## config.mk

```make
export PLATFORM = sky130hd
export DESIGN_NAME = systolic_mac_pe_flat
export DESIGN_NICKNAME = d
export VERILOG_FILES = /design/src/rtl/systolic_mac_pe_if.sv /design/src/rtl/systolic_mac_pe.sv /design/src/flat_wrapper.sv
export SDC_FILE = /design/constraint.sdc
export NUM_CORES = 2
export LEC_CHECK = 0
export CORE_MARGIN = 3
export CORE_UTILIZATION = 40
export CTS_CLUSTER_SIZE = 16
export DETAILED_ROUTE_END_ITERATION = 7
export HOLD_SLACK_MARGIN = 0.08
export PLACE_DENSITY = 0.56
export SLEW_MARGIN = 40
export SYNTH_ARGS = -nofsm -noshare
export SYNTH_HDL_FRONTEND = slang
export SYNTH_SLANG_ARGS = --single-unit
```

## constraint.sdc

```tcl
create_clock -name clk -period 14.7 [get_ports clk]
set_clock_uncertainty 0.2 [all_clocks]
set_input_delay 2.94 -clock clk [delete_from_list [all_inputs] [get_ports clk]]
set_output_delay 2.94 -clock clk [all_outputs]
set_load 0.05 [all_outputs]
```

## src/rtl/systolic_mac_pe_if.sv

```systemverilog
// Operand, control and result bundle of one systolic MAC PE.
interface systolic_mac_pe_if #(
  parameter int DATA_W = 32,
  parameter int ACC_W  = 64,
  parameter int CNT_W  = 16
);
  logic [DATA_W-1:0] a_in;
  logic              a_valid_in;
  logic [DATA_W-1:0] b_in;
  logic              b_valid_in;
  logic              start;
  logic [CNT_W-1:0]  k_len;
  logic [DATA_W-1:0] a_out;
  logic              a_valid_out;
  logic [DATA_W-1:0] b_out;
  logic              b_valid_out;
  logic [ACC_W-1:0]  p_out;
  logic              p_valid;
  logic              busy;
  logic              overflow;

  modport master (
    output a_in, a_valid_in, b_in, b_valid_in,
    output start, k_len,
    input  a_out, a_valid_out, b_out, b_valid_out,
    input  p_out, p_valid, busy, overflow
  );

  modport slave (
    input  a_in, a_valid_in, b_in, b_valid_in,
    input  start, k_len,
    output a_out, a_valid_out, b_out, b_valid_out,
    output p_out, p_valid, busy, overflow
  );
endinterface

```

## src/rtl/systolic_mac_pe.sv

```systemverilog
// Systolic PE: forwards A/B operands, accumulates a k_len-long
// dot product through a pipelined multiplier, pulses the result.
module systolic_mac_pe #(
  parameter int DATA_W     = 32,
  parameter int ACC_W      = 64,
  parameter int CNT_W      = 16,
  parameter int MUL_STAGES = 1,
  parameter int SIGNED     = 0,
  parameter int SATURATE   = 1
) (
  input  logic             clk,
  input  logic             rst,
  systolic_mac_pe_if.slave pe
);
  localparam int PW = 2 * DATA_W;
  localparam int SW = ACC_W + 1;
  localparam int FW = (MUL_STAGES > 1) ? $clog2(MUL_STAGES) : 1;
  localparam logic [FW-1:0] FL_LAST = FW'(MUL_STAGES - 1);

  typedef enum logic [1:0] {IDLE, ACCUM, FLUSH, DONE} state_e;

  state_e            state_q, state_d;
  logic [CNT_W-1:0]  k_q, k_d;
  logic [CNT_W-1:0]  cnt_q, cnt_d;
  logic [FW-1:0]     fl_q, fl_d;
  logic [ACC_W-1:0]  acc_q, acc_d;
  logic [ACC_W-1:0]  p_q, p_d;
  logic              ovf_q, ovf_d;
  logic              pv_q, pv_d;
  logic [DATA_W-1:0] a_q, b_q;
  logic              av_q, bv_q;
  logic [PW-1:0]     prod_q [MUL_STAGES];
  logic [MUL_STAGES-1:0] pvld_q;

  logic              fire;
  logic [PW-1:0]     a_x, b_x, mul_w, last_p;
  logic [SW-1:0]     acc_x, ext_x, sum_w;
  logic [ACC_W-1:0]  sat_w;
  logic              ovf_w;

  assign fire = pe.a_valid_in & pe.b_valid_in
              & (state_q == ACCUM) & (cnt_q < k_q);

  // Low PW bits of the extended product equal the exact product.
  always_comb begin
    a_x = {{DATA_W{1'b0}}, pe.a_in};
    b_x = {{DATA_W{1'b0}}, pe.b_in};
    if (SIGNED != 0) begin
      a_x = {{DATA_W{pe.a_in[DATA_W-1]}}, pe.a_in};
      b_x = {{DATA_W{pe.b_in[DATA_W-1]}}, pe.b_in};
    end
    mul_w = a_x * b_x;
  end

  assign last_p = prod_q[MUL_STAGES-1];

  always_comb begin
    acc_x = {1'b0, acc_q};
    ext_x = {{(SW-PW){1'b0}}, last_p};
    if (SIGNED != 0) begin
      acc_x = {acc_q[ACC_W-1], acc_q};
      ext_x = {{(SW-PW){last_p[PW-1]}}, last_p};
    end
    sum_w = acc_x + ext_x;
    if (SIGNED != 0) begin
      ovf_w = sum_w[ACC_W] ^ sum_w[ACC_W-1];
      sat_w = sum_w[ACC_W] ? {1'b1, {(ACC_W-1){1'b0}}}
                           : {1'b0, {(ACC_W-1){1'b1}}};
    end else begin
      ovf_w = sum_w[ACC_W];
      sat_w = '1;
    end
  end

  always_comb begin
    state_d = state_q;
    k_d     = k_q;
    cnt_d   = cnt_q;
    fl_d    = fl_q;
    acc_d   = acc_q;
    ovf_d   = ovf_q;
    p_d     = p_q;
    pv_d    = 1'b0;
    if (pvld_q[MUL_STAGES-1]) begin
      acc_d = (ovf_w && SATURATE != 0) ? sat_w : sum_w[ACC_W-1:0];
      ovf_d = ovf_q | ovf_w;
    end
    unique case (state_q)
      IDLE: ;
      ACCUM: begin
        if (fire) begin
          cnt_d = cnt_q + CNT_W'(1);
          if (cnt_d == k_q) begin
            state_d = FLUSH;
            fl_d    = '0;
          end
        end
      end
      FLUSH: begin
        if (fl_q == FL_LAST) state_d = DONE;
        else fl_d = fl_q + FW'(1);
      end
      DONE: begin
        p_d     = acc_q;
        pv_d    = 1'b1;
        state_d = IDLE;
      end
      default: state_d = IDLE;
    endcase
    // A start always wins: any tile in progress is dropped silently.
    if (pe.start) begin
      k_d     = pe.k_len;
      cnt_d   = '0;
      fl_d    = '0;
      acc_d   = '0;
      ovf_d   = 1'b0;
      p_d     = p_q;
      pv_d    = 1'b0;
      state_d = (pe.k_len == '0) ? DONE : ACCUM;
    end
  end

  always_ff @(posedge clk or posedge rst) begin
    if (rst) begin
      state_q <= IDLE;
      k_q     <= '0;
      cnt_q   <= '0;
      fl_q    <= '0;
      acc_q   <= '0;
      ovf_q   <= 1'b0;
      p_q     <= '0;
      pv_q    <= 1'b0;
    end else begin
      state_q <= state_d;
      k_q     <= k_d;
      cnt_q   <= cnt_d;
      fl_q    <= fl_d;
      acc_q   <= acc_d;
      ovf_q   <= ovf_d;
      p_q     <= p_d;
      pv_q    <= pv_d;
    end
  end

  always_ff @(posedge clk or posedge rst) begin
    if (rst) begin
      pvld_q <= '0;
      for (int i = 0; i < MUL_STAGES; i++) prod_q[i] <= '0;
    end else begin
      prod_q[0] <= mul_w;
      pvld_q[0] <= fire & ~pe.start;
      for (int i = 1; i < MUL_STAGES; i++) begin
        prod_q[i] <= prod_q[i-1];
        pvld_q[i] <= pvld_q[i-1] & ~pe.start;
      end
    end
  end

  always_ff @(posedge clk or posedge rst) begin
    if (rst) begin
      a_q  <= '0;
      b_q  <= '0;
      av_q <= 1'b0;
      bv_q <= 1'b0;
    end else begin
      a_q  <= pe.a_in;
      b_q  <= pe.b_in;
      av_q <= pe.a_valid_in;
      bv_q <= pe.b_valid_in;
    end
  end

  assign pe.a_out       = a_q;
  assign pe.b_out       = b_q;
  assign pe.a_valid_out = av_q;
  assign pe.b_valid_out = bv_q;
  assign pe.p_out       = p_q;
  assign pe.p_valid     = pv_q;
  assign pe.busy        = (state_q != IDLE);
  assign pe.overflow    = ovf_q;
endmodule
```

## src/flat_wrapper.sv

```systemverilog
// flat-port wrapper written by rule: the top's interface ports become plain ports
module systolic_mac_pe_flat 
#(
  parameter int DATA_W     = 32,
  parameter int ACC_W      = 64,
  parameter int CNT_W      = 16,
  parameter int MUL_STAGES = 1,
  parameter int SIGNED     = 0,
  parameter int SATURATE   = 1
)
  (clk, rst, pe_a_in, pe_a_valid_in, pe_b_in, pe_b_valid_in, pe_start, pe_k_len, pe_a_out, pe_a_valid_out, pe_b_out, pe_b_valid_out, pe_p_out, pe_p_valid, pe_busy, pe_overflow);
  systolic_mac_pe_if #(.DATA_W(DATA_W), .ACC_W(ACC_W), .CNT_W(CNT_W)) pe_i ();
  input  logic clk;
  input  logic rst;
  input wire logic [$bits(pe_i.a_in)-1:0] pe_a_in;
  input wire logic [$bits(pe_i.a_valid_in)-1:0] pe_a_valid_in;
  input wire logic [$bits(pe_i.b_in)-1:0] pe_b_in;
  input wire logic [$bits(pe_i.b_valid_in)-1:0] pe_b_valid_in;
  input wire logic [$bits(pe_i.start)-1:0] pe_start;
  input wire logic [$bits(pe_i.k_len)-1:0] pe_k_len;
  output wire logic [$bits(pe_i.a_out)-1:0] pe_a_out;
  output wire logic [$bits(pe_i.a_valid_out)-1:0] pe_a_valid_out;
  output wire logic [$bits(pe_i.b_out)-1:0] pe_b_out;
  output wire logic [$bits(pe_i.b_valid_out)-1:0] pe_b_valid_out;
  output wire logic [$bits(pe_i.p_out)-1:0] pe_p_out;
  output wire logic [$bits(pe_i.p_valid)-1:0] pe_p_valid;
  output wire logic [$bits(pe_i.busy)-1:0] pe_busy;
  output wire logic [$bits(pe_i.overflow)-1:0] pe_overflow;
  assign pe_i.a_in = pe_a_in;
  assign pe_i.a_valid_in = pe_a_valid_in;
  assign pe_i.b_in = pe_b_in;
  assign pe_i.b_valid_in = pe_b_valid_in;
  assign pe_i.start = pe_start;
  assign pe_i.k_len = pe_k_len;
  assign pe_a_out = pe_i.a_out;
  assign pe_a_valid_out = pe_i.a_valid_out;
  assign pe_b_out = pe_i.b_out;
  assign pe_b_valid_out = pe_i.b_valid_out;
  assign pe_p_out = pe_i.p_out;
  assign pe_p_valid = pe_i.p_valid;
  assign pe_busy = pe_i.busy;
  assign pe_overflow = pe_i.overflow;
  systolic_mac_pe #(.DATA_W(DATA_W), .ACC_W(ACC_W), .CNT_W(CNT_W), .MUL_STAGES(MUL_STAGES), .SIGNED(SIGNED), .SATURATE(SATURATE)) u_core (.clk(clk), .rst(rst), .pe(pe_i));
endmodule
```

# Word level (Yosys, flattened, before mapping)
# Index checks and enable logic that the tools add are counted.
[totals] memories=0 romBits=0 latchBits=0 out_inout_bits=133 ramBits=0 wordCells=64 in_bits=85 regBits=296
[op_classes] n_shift=0 bitwise=6 eq_ne=7 div_mod_pow=0 order_cmp=1 n_addsub=3 n_mux=21 reduce_logical=11 multipliers=1
[op_table] op="$mux 64" n=3
[op_table] op="$add 64x64->65" n=1
[op_table] op="$mul 32x32->64" n=1
[op_table] op="$mux 16" n=3
[op_table] op="$add 16x1->16 const B" n=1
[op_table] op="$eq 16x16->1" n=1
[op_table] op="$logic_not 16->1" n=1
[op_table] op="$lt 16x16->1" n=1
[op_table] op="$mux 2" n=5
[op_table] op="$mux 1" n=8
[op_table] op="$reduce_bool 2->1" n=4
[op_table] op="$ne 3x3->1 const B" n=2
[op_table] op="$pmux 2 s3" n=1
[op_table] op="$and 1x1->1" n=4
[op_table] op="$eq 2x2->1 const B" n=2
[op_table] op="$reduce_and 2->1" n=2
[op_table] op="$reduce_and 4->1" n=1
[op_table] op="$reduce_bool 4->1" n=1
[op_table] op="$ne 3x2->1 const B" n=1
[op_table] op="$reduce_and 3->1" n=1
[op_table] op="$reduce_bool 3->1" n=1
[op_table] op="$eq 2x1->1 const B" n=1
[op_table] op="$pmux 1 s2" n=1
[op_table] op="$add 1x1->1 const B" n=1
[op_table] op="other kinds (2)" n=2

# Longest topological paths before layout
[logic_depth] ltp_word=6 mapped_depth=29 ltp_nobuf=27

# Worst setup path after synthesis
# No wires, ideal clock.
[synth_path] path_type="input to register" startpoint="input pe_b_in[5]" endpoint="register u_core.prod_q (netlist bit u_core.last_p[50])" slack_ps=4701 path_buffers=2 required_ps=14369 path_stages=26 setup_time_ps=131 arrival_time_ps=9668 cell_sequence="clkbuf_1 -> and2_1 -> fa_1 -> fa_1 -> fa_1 -> inv_1 -> fa_1 -> inv_1 -> fa_1 -> inv_1 -> fa_1 -> inv_1 -> fa_1 -> fa_1 -> ha_1 -> clkbuf_1 -> and3_1 -> nand3_1 -> o211ai_2 -> a41o_4 -> a2111oi_4 -> o211ai_2 -> a21o_1 -> a211oi_2 -> o21ai_1 -> xor2_1"
[synth_via] elab_chain_cells=1
[synth_rtl] element="start: declaration" line="flat_wrapper.sv:17" rtl="input wire logic [$bits(pe_i.b_in)-1:0] pe_b_in;"
[synth_rtl] element="$mul 32x32->64" line="systolic_mac_pe.sv:52" rtl="mul_w = a_x * b_x;"
[synth_rtl] element="named net u_core.mul_w[50]" line="systolic_mac_pe.sv:36" rtl="logic [PW-1:0] a_x, b_x, mul_w, last_p;"
[synth_rtl] element="end signal: indexed assignment" line="systolic_mac_pe.sv:153" rtl="prod_q[i] <= prod_q[i-1];"
[synth_rtl] element="end: declaration" line="systolic_mac_pe.sv:32" rtl="logic [PW-1:0] prod_q [MUL_STAGES];"
# The timed path passes the listed nets, and every way through them passes these cells.
# A chain may end at the register's enable or synchronous reset.

# Worst setup path after layout
[layout_path] startpoint="input pe_a_in[24]" endpoint="register u_core.prod_q (netlist bit u_core.last_p[48])"
[layout_via] elab_chain_cells=1
[layout_rtl] element="start: declaration" line="flat_wrapper.sv:15" rtl="input wire logic [$bits(pe_i.a_in)-1:0] pe_a_in;"
[layout_rtl] element="$mul 32x32->64" line="systolic_mac_pe.sv:52"
[layout_rtl] element="named net u_core.mul_w[48]" line="systolic_mac_pe.sv:36"
# The timed path passes the listed nets, and every way through them passes these cells.

==> flow_summary.html <==
<table>
<tr><th>Metric</th><th>Value</th></tr>
<tr><th colspan="2">Drt</th></tr>
<tr><td>First drt pass iteration count</td><td>8</td></tr>
<tr><td>Number of antenna-violating nets in the routed design</td><td>0</td></tr>
<tr><td>Routed length per instance</td><td>roughly 21 µm</td></tr>
<tr><td>Detailed-route via count</td><td>roughly 35,000</td></tr>
<tr><td>Detailed-route DRC error count</td><td>0</td></tr>
<tr><td>Via density</td><td>between 5 and 6</td></tr>
<tr><td>Count of routing violations after the opening detailed-route iteration</td><td>approximately 2,500</td></tr>
<tr><td>Post-detailed-routing wire length</td><td>approximately 140 mm</td></tr>
<tr><th colspan="2">STA</th></tr>
<tr><td>Minimum clock period after layout</td><td>~11 ns</td></tr>
<tr><td>Tcrit/Tclk final</td><td>75.1%</td></tr>
<tr><td>Accumulated negative setup slack</td><td>0 ns</td></tr>
<tr><td>Remaining max-slew budget at the tightest pin</td><td>~42%</td></tr>
<tr><td>Fmax</td><td>roughly 90 MHz</td></tr>
<tr><td>Number of max-slew violations in the final report</td><td>0</td></tr>
<tr><td>Number of failing hold endpoints at the final stage</td><td>0</td></tr>
<tr><td>Slew at the pin with the worst max-slew slack</td><td>~0.86 ns</td></tr>
<tr><td>Unrepaired setup endpoints after global routing</td><td>false</td></tr>
<tr><td>Number of failing setup endpoints in the final timing report</td><td>0</td></tr>
<tr><th colspan="2">Logic synthesis</th></tr>
<tr><td>Top flip-flop cell by instance count after synthesis</td><td>dfrtp_1</td></tr>
<tr><td>Ranking of synthesized cells by area</td><td>fa_1 (38%), dfrtp_1 (16%), ha_1 (9.1%)</td></tr>
<tr><td>Async set-reset flop share out of synthesis</td><td>100%</td></tr>
<tr><td>Total nets after synthesis</td><td>approximately 6,400</td></tr>
<tr><td>Sequential-to-total area share from yosys stat</td><td>15.5%</td></tr>
<tr><td>Fraction of synthesized cell area taken by the top area cell type</td><td>between 30% and 40%</td></tr>
<tr><td>Top cell type by total area after synthesis</td><td>fa_1</td></tr>
<tr><td>Count of state elements after synthesis</td><td>just under 300</td></tr>
<tr><td>EDFF count, synth</td><td>0</td></tr>
<tr><td>Per-instance average area after synthesis</td><td>slightly above 9 µm²</td></tr>
<tr><td>Cell count after synthesis</td><td>about 5,100</td></tr>
<tr><td>Mapped cell area</td><td>47,500 µm²</td></tr>
<tr><td>Synth warn</td><td>0</td></tr>
<tr><td>Number of distinct library cells after synthesis</td><td>between 70 and 80</td></tr>
<tr><th colspan="2">Clock network</th></tr>
<tr><td>Number of buffers inserted by post-CTS setup repair</td><td>0</td></tr>
<tr><td>Number of hold-repair buffers added at the cts stage</td><td>0</td></tr>
<tr><td>TritonCTS clock tree</td><td>built</td></tr>
<tr><td>Clock Pin Slew Worst Setup and Hold Paths</td><td>about 0.060 ns</td></tr>
<tr><td>Post-cts repair resize count</td><td>0</td></tr>
<tr><td>Clock Sink Count</td><td>295</td></tr>
<tr><td>Number of levels the H-tree was split into</td><td>2</td></tr>
<tr><td>CTS Buf Count</td><td>39</td></tr>
<tr><td>Clock Latency Late Sink</td><td>between 0.6 and 0.7 ns</td></tr>
<tr><td>Root buffer cell</td><td>clkbuf_16</td></tr>
<tr><td>Deepest clock path buffer count</td><td>3</td></tr>
<tr><th colspan="2">Layout</th></tr>
<tr><td>Sequential cell area</td><td>around 7400 µm²</td></tr>
<tr><td>Final-stage net count</td><td>~6,500</td></tr>
<tr><td>Most common library cell in the layout ignoring fill and taps</td><td>fa_1</td></tr>
<tr><td>Area growth from synthesis to layout</td><td>10.1%</td></tr>
<tr><td>Number of antenna repair diodes</td><td>0</td></tr>
<tr><td>Area taken by multi-input logic gates</td><td>35,600 µm²</td></tr>
<tr><td>Fraction of final layout cells sized beyond drive strength 1</td><td>about 3.5%</td></tr>
<tr><td>Count of fill cells added during filler insertion</td><td>11,475</td></tr>
<tr><td>Highest-count cells in the layout ignoring fill and taps</td><td>fa_1 (897), inv_1 (896), nand2_1 (718)</td></tr>
<tr><th colspan="2">Setup path</th></tr>
<tr><td>Category of the critical setup timing path</td><td>input pin to flip-flop</td></tr>
<tr><td>Reg-to-reg setup timing slack</td><td>10.20 ns</td></tr>
<tr><td>Critical R2R Launch</td><td>u_core.last_p[0]$_DFF_PP0_</td></tr>
<tr><td>CP top delay family</td><td>adder cells</td></tr>
<tr><td>Cell type with the highest occurrence count on the critical path</td><td>fa_1</td></tr>
<tr><td>Max Fanout on Critical Path</td><td>11</td></tr>
<tr><td>CP max-delay cell</td><td>clkdlybuf4s50_1</td></tr>
<tr><td>Critical path data required time</td><td>between 15 and 20 ns</td></tr>
<tr><td>Worst path buffer plus inverter count</td><td>4</td></tr>
<tr><td>Highest cell delay on the worst timing path</td><td>a little under 0.9 ns</td></tr>
<tr><td>Endpoint type of the worst setup path</td><td>flip-flop</td></tr>
<tr><td>Launching element type of the critical path</td><td>input pin</td></tr>
<tr><td>Cell depth of the worst flop-to-flop path</td><td>14</td></tr>
<tr><td>Worst reg2reg endpoint</td><td>u_core.acc_q[36]$_DFFE_PP0P_</td></tr>
<tr><td>CP Data Arrival Time</td><td>approximately 11 ns</td></tr>
<tr><th colspan="2">Global route</th></tr>
<tr><td>Global route overflow</td><td>0</td></tr>
<tr><td>Initial antenna violation count</td><td>4</td></tr>
<tr><td>Via count of the first global-routing pass</td><td>roughly 37,000</td></tr>
<tr><td>Maximum number of pins on one net before global-route repair</td><td>around 120</td></tr>
<tr><td>Global-route wire length before repair</td><td>221 mm</td></tr>
<tr><td>Total track usage</td><td>23.5%</td></tr>
<tr><th colspan="2">Placed design</th></tr>
<tr><td>Post-DP HPWL</td><td>105 mm</td></tr>
<tr><td>Number of port buffers</td><td>around 220</td></tr>
<tr><td>Final weighted congestion in routability-driven placement</td><td>0.879</td></tr>
<tr><th colspan="2">Floorplanning</th></tr>
<tr><td>Die boundary height</td><td>351 µm</td></tr>
<tr><td>Number of primary I/O pins</td><td>218</td></tr>
<tr><td>Full die area</td><td>roughly 120,000 µm²</td></tr>
<tr><td>Count of standard-cell rows</td><td>~130</td></tr>
<tr><td>Die Wd</td><td>around 350 µm</td></tr>
<tr><td>Effective utilization at floorplan</td><td>around 41%</td></tr>
<tr><td>Area of the placeable core</td><td>between 100,000 and 150,000 µm²</td></tr>
<tr><th colspan="2">Run</th></tr>
<tr><td>Reported max-cap violation count</td><td>0</td></tr>
<tr><th colspan="2">Hold path</th></tr>
<tr><td>Worst min-delay path class</td><td>flip-flop to flip-flop</td></tr>
<tr><td>Number of cells on the worst hold path</td><td>2</td></tr>
<tr><td>Source of the worst hold timing path</td><td>u_core.pe.p_out[53]$_DFFE_PP0P_</td></tr>
<tr><td>Worst Hold End</td><td>u_core.pe.p_out[53]$_DFFE_PP0P_</td></tr>
<tr><th colspan="2">Outcome</th></tr>
<tr><td>Run status</td><td>finished clean</td></tr>
</table>
[Yosys cell counts, types with 3 or more instances]
master,n
o22ai_1,5
fa_1,897
a211o_1,3
dfrtp_1,295
nor4_1,9
nor2b_1,25
xnor2_1,77
and3_1,31
a311oi_1,43
buf_1,4
a41oi_1,4
o31ai_1,8
inv_1,897
or3_1,10
a21o_1,71
nand3_1,46
o211ai_1,11
a21oi_1,154
o21ai_0,83
o21a_1,12
xor2_1,76
nand2_1,718
o21ai_1,10
ha_1,344
mux2i_1,4
o31a_1,4
a21boi_0,6
a211oi_1,32
and2_1,625
o221ai_1,3
nor2_1,138
nand3b_1,6
nor3_1,16
o21bai_1,23
nand4_1,41
nor4b_1,4
a221o_1,4
a31oi_1,19
nand2b_1,21
clkbuf_1,284
buf_2,6
[metrics by stage]
step                utilization, %  hold slack [ns]  instance area, µm²  worst slack (ns)  std cells
floorplan                        -            0.266               47500              3.41       5114
global placement              43.5            0.260               50900              3.01       6625
detailed placement            43.5            0.262               50900              2.96       6625
CTS                           44.7            0.277               52300              3.61       6696
global route                  44.7            0.297               52300              3.28       6697
finish                        44.7            0.271               52300              3.67       6697
[cell families after synthesis]
group,count (synthesis),share of synthesized area [%]
mux,5,0.108
simple gates,1701,17.8
xor+xnor,153,2.82
buf+inv,1193,9.46
compound gates,526,7.36
fa+ha+maj,1241,46.9
flops,295,15.5
[metal layers]
| layer | part of all wire, % | global-route usage, % |
|---|---|---|
| met1 | 47 | 34.4 |
| met2 | 42 | 34.8 |
| met3 | 9.0 | 6.45 |
| met4 | 1.9 | 4.65 |
| met5 | 0.054 | 0.471 |
[worst max-delay path by stage]
stage,endpoint,cells after the start,start
after detailed placement,u_core.last_p[48]$_DFF_PP0_,25,pe_a_in[19]
after global routing,u_core.last_p[48]$_DFF_PP0_,25,pe_a_in[24]
after global placement,u_core.last_p[57]$_DFF_PP0_,24,pe_a_in[15]
after floorplan,u_core.acc_q[0]$_DFFE_PP0P_,1,rst
final,u_core.last_p[48]$_DFF_PP0_,25,pe_a_in[24]
after CTS,u_core.last_p[48]$_DFF_PP0_,25,pe_a_in[19]
[tightest hold or removal path: cells and delay by family, from the launching register on]
kind,cells,cell delay [ns]
and+or+nand+nor,2,0.10
DFF,1,0.34
[flip-flops by register name, summed over array words and instances, names as in the netlist]
name                   count
u_core.acc_q              64
u_core.last_p             64
u_core.pe.p_out           64
u_core.pe.a_out           32
u_core.pe.b_out           32
u_core.cnt_q              16
u_core.k_q                16
u_core.state_q             2
u_core.pe.a_valid_out      1
u_core.pe.b_valid_out      1
u_core.pe.overflow         1
u_core.pe.p_valid          1
u_core.pvld_q              1
[final cells by class]
type / count / share of cell area [%]
well taps: 1524 / 3.65
multi-input cells: 3626 / 68.1
clock inverters: 16 / 0.479
flip-flops and latches: 295 / 14.1
clock buffers: 55 / 2.17
repair buffers: 283 / 4.99
inverters: 898 / 6.47
Power is left out: the tool's default activity adds up to more than one toggle a clock period on the data nets, which glitch-free logic cannot reach.
